**src/rtl/pos_reader_pkg.sv**
```systemverilog
// Shared state encoding and constants for the per-cell position reader.
// Optional feature macro used by the reader: POS_READER_PARTICLE_ID_EN.
package pos_reader_pkg;

    typedef enum logic [2:0] {
        IDLE,
        RD_CNT,
        WAIT_CNT,
        STREAM,
        DRAIN,
        FINISH
    } state_t;

    localparam int RAM_RD_LATENCY = 2;

    // The particle count lives in the low ADDR_WIDTH bits of word 0.
    localparam int COUNT_ADDR = 0;
    localparam int COUNT_LSB  = 0;

endpackage

```
**src/rtl/pos_reader_fifo.sv**
```systemverilog
// First-word-fall-through FIFO: the head entry is visible on pop_data
// whenever empty is low. Push and pop in the same cycle are both honoured.
module pos_reader_fifo #(
    parameter int WIDTH     = 97,
    parameter int DEPTH     = 4,
    parameter int OCC_WIDTH = $clog2(DEPTH + 1)
) (
    input  logic                 clk,
    input  logic                 rst,
    input  logic                 push,
    input  logic [WIDTH-1:0]     push_data,
    input  logic                 pop,
    output logic [WIDTH-1:0]     pop_data,
    output logic                 empty,
    output logic [OCC_WIDTH-1:0] occupancy
);

    localparam int PTR_W = (DEPTH > 1) ? $clog2(DEPTH) : 1;

    logic [WIDTH-1:0]     mem_reg [DEPTH];
    logic [PTR_W-1:0]     wr_ptr_reg;
    logic [PTR_W-1:0]     rd_ptr_reg;
    logic [OCC_WIDTH-1:0] occ_reg;
    logic                 do_push;
    logic                 do_pop;

    function automatic logic [PTR_W-1:0] ptr_inc(input logic [PTR_W-1:0] p);
        return (p == PTR_W'(DEPTH - 1)) ? '0 : p + PTR_W'(1);
    endfunction

    assign empty     = (occ_reg == '0);
    assign occupancy = occ_reg;
    assign pop_data  = mem_reg[rd_ptr_reg];
    assign do_pop    = pop && !empty;
    assign do_push   = push && ((occ_reg != OCC_WIDTH'(DEPTH)) || do_pop);

    // Storage carries no reset so it can map onto distributed/block RAM.
    always_ff @(posedge clk) begin
        if (do_push) begin
            mem_reg[wr_ptr_reg] <= push_data;
        end
    end

    always_ff @(posedge clk) begin
        if (rst) begin
            wr_ptr_reg <= '0;
            rd_ptr_reg <= '0;
            occ_reg    <= '0;
        end else begin
            if (do_push) begin
                wr_ptr_reg <= ptr_inc(wr_ptr_reg);
            end
            if (do_pop) begin
                rd_ptr_reg <= ptr_inc(rd_ptr_reg);
            end
            case ({do_push, do_pop})
                2'b10:   occ_reg <= occ_reg + OCC_WIDTH'(1);
                2'b01:   occ_reg <= occ_reg - OCC_WIDTH'(1);
                default: occ_reg <= occ_reg;
            endcase
        end
    end

endmodule

```
**src/rtl/pos_cell_reader.sv**
```systemverilog
// Streams the particle words of one cell RAM (count at address 0) to a valid/ready sink.
// Optional macro POS_READER_PARTICLE_ID_EN adds out_pid = {cell_id, RAM address}.
module pos_cell_reader
    import pos_reader_pkg::*;
#(
    parameter int DATA_WIDTH    = 96,
    parameter int ADDR_WIDTH    = 8,
    parameter int PARTICLE_NUM  = 220,
    parameter int FIFO_DEPTH    = 4,
    parameter int CELL_ID_WIDTH = 12
) (
    input  logic                     clk,
    input  logic                     rst,
    input  logic                     start,
    input  logic [CELL_ID_WIDTH-1:0] cell_id,
    output logic [ADDR_WIDTH-1:0]    mem_address,
    output logic                     mem_rden,
    output logic                     mem_wren,
    input  logic [DATA_WIDTH-1:0]    mem_q,
    output logic                     out_valid,
    input  logic                     out_ready,
    output logic [DATA_WIDTH-1:0]    out_data,
    output logic                     out_last,
    output logic                     busy,
    output logic                     done,
    output logic                     count_err
`ifdef POS_READER_PARTICLE_ID_EN
    ,
    output logic [CELL_ID_WIDTH+ADDR_WIDTH-1:0] out_pid
`endif
);

    localparam int LAT    = RAM_RD_LATENCY;
    localparam int OCC_W  = $clog2(FIFO_DEPTH + 1);
    localparam int SUM_W  = OCC_W + 1;
    localparam int WAIT_W = (LAT > 1) ? $clog2(LAT) : 1;
    localparam logic [ADDR_WIDTH-1:0] COUNT_MAX = ADDR_WIDTH'(PARTICLE_NUM - 1);
`ifdef POS_READER_PARTICLE_ID_EN
    localparam int PID_W       = CELL_ID_WIDTH + ADDR_WIDTH;
    localparam int ENTRY_WIDTH = DATA_WIDTH + 1 + PID_W;
`else
    localparam int ENTRY_WIDTH = DATA_WIDTH + 1;
`endif

    state_t                  state_reg, state_next;
    logic [WAIT_W-1:0]       wait_cnt_reg;
    logic [ADDR_WIDTH-1:0]   count_reg;
    logic [ADDR_WIDTH-1:0]   rd_ptr_reg;
    logic                    count_err_reg;
    logic [LAT-1:0]          tag_valid_reg;
    logic [LAT-1:0]          tag_last_reg;
    logic [ADDR_WIDTH-1:0]   count_raw;
    logic [ADDR_WIDTH-1:0]   count_eff;
    logic                    count_over;
    logic                    issue;
    logic                    issue_last;
    logic [SUM_W-1:0]        inflight;
    logic                    credit_ok;
    logic                    fifo_push;
    logic                    fifo_pop;
    logic                    fifo_empty;
    logic [OCC_W-1:0]        fifo_occ;
    logic [ENTRY_WIDTH-1:0]  fifo_data;
    logic [ENTRY_WIDTH-1:0]  push_entry;
    logic [ENTRY_WIDTH-1:0]  head;
    logic                    last_xfer;

`ifdef POS_READER_PARTICLE_ID_EN
    logic [CELL_ID_WIDTH-1:0]         cell_id_reg;
    logic [LAT-1:0][ADDR_WIDTH-1:0]   tag_addr_reg;
    assign push_entry = {cell_id_reg, tag_addr_reg[LAT-1], tag_last_reg[LAT-1], mem_q};
    assign out_pid    = out_valid ? head[ENTRY_WIDTH-1 -: PID_W] : '0;
`else
    logic unused_cell_id;
    assign unused_cell_id = ^cell_id;
    assign push_entry     = {tag_last_reg[LAT-1], mem_q};
`endif

    assign count_raw  = mem_q[COUNT_LSB +: ADDR_WIDTH];
    assign count_over = (count_raw > COUNT_MAX);
    assign count_eff  = count_over ? COUNT_MAX : count_raw;

    always_comb begin
        inflight = '0;
        for (int i = 0; i < LAT; i++) begin
            inflight = inflight + SUM_W'(tag_valid_reg[i]);
        end
    end

    // Every in-flight read owns a FIFO slot, so backpressure can never overflow it.
    assign credit_ok = (SUM_W'(fifo_occ) + inflight) < SUM_W'(FIFO_DEPTH);

    // An empty FIFO lets returning RAM data bypass straight to the output.
    assign head      = fifo_empty ? push_entry : fifo_data;
    assign out_valid = !fifo_empty || tag_valid_reg[LAT-1];
    assign out_data  = out_valid ? head[DATA_WIDTH-1:0] : '0;
    assign out_last  = out_valid && head[DATA_WIDTH];
    assign fifo_pop  = !fifo_empty && out_ready;
    assign fifo_push = tag_valid_reg[LAT-1] && !(fifo_empty && out_ready);
    assign last_xfer = out_valid && out_ready && out_last;

    assign issue_last = issue && (rd_ptr_reg == count_reg);
    assign mem_wren   = 1'b0;
    assign busy       = (state_reg != IDLE) && (state_reg != FINISH);
    assign done       = (state_reg == FINISH);
    assign count_err  = count_err_reg;

    always_comb begin
        state_next  = state_reg;
        mem_rden    = 1'b0;
        mem_address = '0;
        issue       = 1'b0;
        case (state_reg)
            IDLE: begin
                if (start) state_next = RD_CNT;
            end
            RD_CNT: begin
                mem_rden    = 1'b1;
                mem_address = ADDR_WIDTH'(COUNT_ADDR);
                state_next  = WAIT_CNT;
            end
            WAIT_CNT: begin
                if (wait_cnt_reg == WAIT_W'(LAT - 1)) begin
                    state_next = (count_eff == '0) ? FINISH : STREAM;
                end
            end
            STREAM: begin
                if (credit_ok) begin
                    issue       = 1'b1;
                    mem_rden    = 1'b1;
                    mem_address = rd_ptr_reg;
                    if (rd_ptr_reg == count_reg) state_next = DRAIN;
                end
            end
            DRAIN: begin
                // Beats leave in order, so the last one leaving means nothing is left anywhere.
                if (last_xfer) state_next = FINISH;
            end
            FINISH:  state_next = IDLE;
            default: state_next = IDLE;
        endcase
    end

    always_ff @(posedge clk) begin
        if (rst) begin
            state_reg     <= IDLE;
            wait_cnt_reg  <= '0;
            count_reg     <= '0;
            rd_ptr_reg    <= '0;
            count_err_reg <= 1'b0;
            tag_valid_reg <= '0;
            tag_last_reg  <= '0;
`ifdef POS_READER_PARTICLE_ID_EN
            cell_id_reg   <= '0;
            tag_addr_reg  <= '0;
`endif
        end else begin
            state_reg     <= state_next;
            tag_valid_reg <= {tag_valid_reg[LAT-2:0], issue};
            tag_last_reg  <= {tag_last_reg[LAT-2:0], issue_last};
`ifdef POS_READER_PARTICLE_ID_EN
            tag_addr_reg  <= {tag_addr_reg[LAT-2:0], rd_ptr_reg};
`endif
            case (state_reg)
                IDLE: begin
                    if (start) begin
                        count_err_reg <= 1'b0;
`ifdef POS_READER_PARTICLE_ID_EN
                        cell_id_reg   <= cell_id;
`endif
                    end
                end
                RD_CNT: wait_cnt_reg <= '0;
                WAIT_CNT: begin
                    wait_cnt_reg <= wait_cnt_reg + WAIT_W'(1);
                    if (wait_cnt_reg == WAIT_W'(LAT - 1)) begin
                        count_reg  <= count_eff;
                        rd_ptr_reg <= ADDR_WIDTH'(1);
                        if (count_over) count_err_reg <= 1'b1;
                    end
                end
                STREAM: begin
                    if (issue) rd_ptr_reg <= rd_ptr_reg + ADDR_WIDTH'(1);
                end
                default: ;
            endcase
        end
    end

    pos_reader_fifo #(
        .WIDTH     (ENTRY_WIDTH),
        .DEPTH     (FIFO_DEPTH),
        .OCC_WIDTH (OCC_W)
    ) u_fifo (
        .clk       (clk),
        .rst       (rst),
        .push      (fifo_push),
        .push_data (push_entry),
        .pop       (fifo_pop),
        .pop_data  (fifo_data),
        .empty     (fifo_empty),
        .occupancy (fifo_occ)
    );

endmodule

```
**config.mk**
```make
export PLATFORM = sky130hd
export DESIGN_NAME = pos_cell_reader
export DESIGN_NICKNAME = d
export VERILOG_FILES = /design/src/rtl/pos_reader_pkg.sv /design/src/rtl/pos_reader_fifo.sv /design/src/rtl/pos_cell_reader.sv
export SDC_FILE = /design/constraint.sdc
export NUM_CORES = 1
export LEC_CHECK = 0
export ABC_AREA = 1
export ABC_CLOCK_PERIOD_IN_PS = 9690
export BUFFER_PORTS_ARGS = -buffer_cell sky130_fd_sc_hd__buf_4
export CAP_MARGIN = 25
export CORE_ASPECT_RATIO = 1.5
export CORE_MARGIN = 2
export CORE_UTILIZATION = 40
export CTS_CLUSTER_SIZE = 16
export DETAILED_ROUTE_END_ITERATION = 10
export HOLD_SLACK_MARGIN = 0.1
export PLACE_DENSITY = 0.56
export SKIP_LAST_GASP = 1
export SLEW_MARGIN = 20
export SYNTH_ARGS = -nofsm -noshare
export SYNTH_HDL_FRONTEND = slang
export SYNTH_SLANG_ARGS = --single-unit
```
**constraint.sdc**
```tcl
create_clock -name clk -period 9.69 [get_ports clk]
set_input_delay 0.969 -clock clk [delete_from_list [all_inputs] [get_ports clk]]
set_output_delay 0.969 -clock clk [all_outputs]
set_load 0.05 [all_outputs]
```
## After elaboration in Yosys (flattened, before gate mapping)

Memories as Yosys holds them, arrays and structs flattened. A register that Yosys moved wholly into a read port is not among the register bits.
Cells that the tools add are included.

- Add/sub/neg operators: 8
- Magnitude comparators: 2
- Equality and inequality tests: 19
- Reduce and logical (&&, ||, !) cells: 26
- Mux-type cells: 30

Operator list:

| cell | count |
|---|---|
| $mux W97 | 1 |
| $mux W96 | 1 |
| $mux W8 | 5 |
| $mux W3 | 6 |
| $pmux W8 S2 | 1 |
| $pmux W3 S5 | 1 |
| $ne A2 B2 Y1 const B | 7 |
| $logic_and A1 B1 Y1 | 10 |
| $add A8 B1 Y8 const B | 1 |
| $eq A8 B8 Y1 | 1 |
| $gt A8 B8 Y1 const B | 1 |
| $logic_not A8 Y1 | 1 |
| $mux W2 | 4 |
| $reduce_bool A2 Y1 | 4 |
| $mux W1 | 7 |
| $eq A2 B2 Y1 const B | 3 |
| $eq A3 B2 Y1 const B | 2 |
| $eq A3 B3 Y1 const B | 2 |
| $logic_not A3 Y1 | 2 |
| $ne A3 B3 Y1 const B | 2 |
| $pmux W1 S2 | 3 |
| $pmux W3 S2 | 1 |
| $reduce_and A5 Y1 | 1 |
| $add A2 B1 Y2 const B | 2 |
| 14 further kinds | 16 |

- Register bits: 32
- Word-level logic and storage cells: 96
- Bits in writable memories: 388
- Input bits: 112
- Memories kept: 1
- Output and inout port bits: 111

Memories:

| memory | depth | bits a word | read ports | clocked after memory_dff | wr ports | RTL line | text |
|---|---|---|---|---|---|---|---|
| u_fifo.mem_reg | 4 | 97 | 1 | 1 | 1 | pos_reader_fifo.sv:20 | `logic [WIDTH-1:0] mem_reg [DEPTH];` |

## Depth between registers and ports, before layout

- Word-level depth: 8
- Depth in mapped cells: 11
- Mapped depth without buffers: 11

## Hierarchy

Synthesis repeated with hierarchy kept, for this count alone.

- Cell total of the unflattened synthesis: 1547
- Area total of the unflattened synthesis: 17654.4 um2

By module, submodules not included:

| module | times used | area an instance (um2) | seq. area each (um2) | cells an instance |
|---|---|---|---|---|
| pos_reader_fifo | 1 | 14841.7 | 11831.3 | 1008 |
| pos_cell_reader | 1 | 2812.7 | 500.5 | 539 |

## Worst setup path before layout

OpenSTA, ideal clock, no wires.

- Kind: in2reg
- Start point: input out_ready
- End point: memory u_fifo.mem_reg[0][0] (enable)
- Data arrival time: 5381 ps
- Stages on the path: 4
- Setup time: 553 ps
- Path buffers: 0
- Path slack: 3756 ps
- Data required time: 9137 ps
- Path through: nor2_1 > o31ai_2 > o21a_2 > nor2_1

- Cells in the longest elaborated chain, start to end: 6
- Elaborated cells between the ends (all ways): 9
- Those cells by class: 2 x mux; 7 x reduce/logical

Ends and longest elaborated chain:

| item | RTL line | text |
|---|---|---|
| start, declared | pos_cell_reader.sv:21 | `input logic out_ready,` |
| $logic_and A1 B1 Y1, on equally long branches | pos_cell_reader.sv:99, pos_cell_reader.sv:98 |  |
| $logic_not A1 Y1 or $logic_and A1 B1 Y1 (tied branches) | pos_cell_reader.sv:99, pos_reader_fifo.sv:34 |  |
| $logic_and A1 B1 Y1 or $logic_or A1 B1 Y1 (tied branches) | pos_cell_reader.sv:99, pos_reader_fifo.sv:35 |  |
| $logic_and A1 B1 Y1 (*) | pos_reader_fifo.sv:35 | `assign do_push = push && ((occ_reg != OCC_WIDTH'(DEPTH)) \|\| do_pop);` |
| $mux W1 (*) | pos_reader_fifo.sv:39 | `if (do_push) begin` |
| $mux W1 (implied by the code) (*) | pos_reader_fifo.sv:40 | `mem_reg[wr_ptr_reg] <= push_data;` |
| end, declared | pos_reader_fifo.sv:20 |  |

Mark *: on every way between the ends. The rest lies on a longest branch, timed or not.

## Worst setup path after layout

- Start point: register u_fifo.occ_reg[0] (netlist: u_fifo.occupancy[0])
- End point: output out_data[48]

- Cells in the longest elaborated chain, start to end: 4
- Elaborated cells between the ends (all ways): 5
- Those cells by class: 2 x mux; 3 x reduce/logical

Ends and longest elaborated chain:

| item | RTL line | text |
|---|---|---|
| start, declared | pos_reader_fifo.sv:23 | `logic [OCC_WIDTH-1:0] occ_reg;` |
| start signal, assigned | pos_reader_fifo.sv:57 | `2'b10: occ_reg <= occ_reg + OCC_WIDTH'(1);` |
| start signal, assigned | pos_reader_fifo.sv:58 | `2'b01: occ_reg <= occ_reg - OCC_WIDTH'(1);` |
| start signal, assigned | pos_reader_fifo.sv:59 | `default: occ_reg <= occ_reg;` |
| $logic_not A3 Y1 (*) | pos_reader_fifo.sv:31 | `assign empty = (occ_reg == '0);` |
| $logic_not A1 Y1 | pos_cell_reader.sv:95 | `assign out_valid = !fifo_empty \|\| tag_valid_reg[LAT-1];` |
| $logic_or A1 B1 Y1 | pos_cell_reader.sv:95 |  |
| $mux W96 (*) | pos_cell_reader.sv:96 | `assign out_data = out_valid ? head[DATA_WIDTH-1:0] : '0;` |
| end, declared | pos_cell_reader.sv:22 | `output logic [DATA_WIDTH-1:0] out_data,` |

Marked as above.

==> results.cfg <==
[clocking]
cts_hold_buffers = 0
cts_tree = built
numCtsBuffers = 42
cts_root_buf = clkbuf_16
cts.sinks = 422
cts_setup_buffers = 0
clk_pin_slew_ns = 0.06
ctsHtreeMaxLevel = 2
cts_max_path_buffers = 3
clk-insertion-delay-late_ns = 0.54
ctsResizeCount = 0

[setup_path]
crit_type = reg -> out
worstPathMaxFanout = 63
crit_path_end_kind = output port
slowest_stage = clkinv_2
crit_buf_inv = 6
critPathArrivalTime_ns = 4.37
slowest_delay_ns = 0.72
cpMostUsedCell = buf_4
startpoint_type = register
regToRegSetupSlack_ns = 5.67
crit_chain = inv_2, nand3_4, buf_4, clkinv_2, buf_4, o21bai_1, inv_1, buf_4
cp_top_family = buffers and inverters
cp.required_ns = 8.72

[logic_synthesis]
ys_seq_elements = 422
netlist-cell-type-count = 41
netlist_area_um2 = 17920
yosysWarnings = 0
syn_nets = 1648
yosysSeqAreaShare_pct = 68.81
syn_avg_cell_area_um2 = 11.73
netlist_instances = 1528

[timing]
timing.setup.tns_ns = 0
finClkSkew_ns = 0.009082
period_minus_slack_ns = 5.337
rsz0062_at_grt = no
slew_violations = 0
maxSlewHeadroom_pct = 32.25
post-route-period-util_pct = 55.07
worst_pin_slew_ns = 1.016
setup_viol = 0
max_freq_mhz = 187.4
hold_violations = 0

[worst_hold_path]
hp-class = reg -> reg

[drt]
drt_wl_total_um = 45220
firstDrtPassIters = 5
via_per_inst = 5.264
remaining_drc_errors = 0
ant_nets = 0
dr_total_vias = 12192
wl_per_cell_um = 19.53
drt_iter0_drc = 803

[global_routing]
grt_max_degree = 85
grt_pass1_vias = 11957
grt_pass1_wl_um = 68730
grtUsageTotal_pct = 19.12
antenna_found_initial = 3
overflow = 0

[flow_run]
drv_cap = 0

[layout]
nNetsFinal = 1820
largest_reg_flops = 388
drive_gt1_share_pct = 18.64
area_delta_synth_final_pct = 18.62

[floorplan]
core_um2 = 44570
die_area_um2 = 46550
start_util_pct = 40.20
fp-row-count = 95
fp.dieH_um = 263.2
io_pins = 223
die_x_um = 176.8

[placement]
detailed_place_hpwl_um = 24590
portBuffers = 209
place.gp.congestion = 0.8258

[outcome]
status = completed
-- layout by cell type (no fill, tap or decap), drive strengths merged --
cell type and n:
o32ai 2, a21oi 113, fa 1, conb 1, a211oi 3, xor2 2, o21a 1, diode 1
bufinv 4, o211a 1, nand2 58, nor2 244, edfxtp 388, clkinv 18, o31ai 1, nor3 5
xnor2 6, nand3 18, ha 7, o21ai 209, and3 1, a31oi 11, inv 143, o21bai 88
clkbuf 56, dfxtp 34, o22ai 89, buf 226, nand4 3
-- synth_stat cells --
master    instances  area share [%]
edfxtp_1        388              65
nor2_1          241             5.0
o21ai_0         203             5.7
inv_1           135             2.8
a21oi_1         111             3.1
o22ai_1          89             3.1
o21bai_1         88             3.7
nand2_1          52             1.1
clkbuf_1         34            0.71
dfxtp_1          34             3.8
buf_2            33            0.92
nand3_1          17            0.47
buf_6            14            0.88
a31oi_1          11            0.38
buf_1             9            0.19
inv_2             9            0.19
ha_1              7            0.49
buf_4             6            0.25
xnor2_1           6            0.29
nand2_2           4            0.14
o21ai_1           4            0.11
nand4_1           3            0.10
nor3_1            3           0.084
a211oi_1          2           0.084
a21oi_2           2           0.098
clkbuf_2          2           0.056
nand2_4           2            0.13
nor2_4            2            0.13
nor3_2            2            0.11
o21ai_2           2           0.098
o32ai_1           2           0.098
xor2_1            2           0.098
a211oi_2          1           0.070
and3_1            1           0.035
conb_1            1           0.021
fa_1              1            0.11
nand3_4           1           0.098
nor2_2            1           0.035
o211a_1           1           0.056
o21a_2            1           0.049
o31ai_2           1           0.070
-- tightest hold or removal path, delay by kind of cell (launching register included) --
kind | cells | cell delay [ns]
flops | 1 | 0.29
simple gates | 1 | 0.03
buf+inv | 1 | 0.04
-- metal layers --
metal / vias up / wire [um] / global-route usage [%] / share of wire (%)
li1: 5801 / - / - / -
met1: 6025 / 18400 / 23.43 / 41
met2: 307 / 23590 / 34.51 / 52
met3: 57 / 2221 / 3.033 / 4.9
met4: 2 / 995 / 5.428 / 2.2
met5: - / 8 / 0 / 0.018
-- final cells by class --
class / instances / area [um^2]
fillers: 4039 / 23320
flip-flops and latches: 422 / 12340
multi-input cells: 864 / 4539
repair buffers: 226 / 1697
clock buffers: 56 / 1210
well taps: 582 / 728.2
inverters: 144 / 544.3
clock inverters: 21 / 196.4
diodes: 1 / 2.502
-- logic make-up (layout without fill, tap and decap cells) --
family	Yosys count	in the layout	synth area share, %
xor gates and xnor gates	8	8	0.3910
buffers and inverters	242	447	6.025
AOI/OAI and AO/OA	518	518	16.68
DFF	422	422	68.81
and+or+nand+nor	329	329	7.471
other	1	2	0.02093
adders and majority gates	8	8	0.6004
-- path summary, 6_finish.rpt --
check	from	to	depth (start not counted)
setup / recovery	u_fifo.occupancy[0]$_SDFFE_PP0P_	out_data[48]	8
hold / removal	tag_last_reg[0]$_SDFF_PP0_	tag_last_reg[1]$_SDFF_PP0_	2
setup reg to reg	u_fifo.occupancy[0]$_SDFFE_PP0P_	u_fifo.mem_reg[2][58]$_DFFE_PP_	7
hold reg to reg	tag_last_reg[0]$_SDFF_PP0_	tag_last_reg[1]$_SDFF_PP0_	2
-- metrics by stage --
| step | setup slack, ns | cells | instance area, um^2 | hold WS (ns) | util [%] |
|---|---|---|---|---|---|
| floorplan | 3.756 | 1528 | 17920 | 0.3883 | - |
| global placement | 4.804 | 2238 | 19850 | 0.4063 | 44.53 |
| detailed placement | 4.827 | 2238 | 19850 | 0.4056 | 44.53 |
| CTS | 4.253 | 2315 | 21260 | 0.4100 | 47.69 |
| global route | 4.093 | 2316 | 21260 | 0.4416 | 47.69 |
| finish | 4.353 | 2316 | 21260 | 0.4053 | 47.69 |
Power is left out: the tool's default activity adds up to more than one toggle a clock period on the data nets, which glitch-free logic cannot reach.
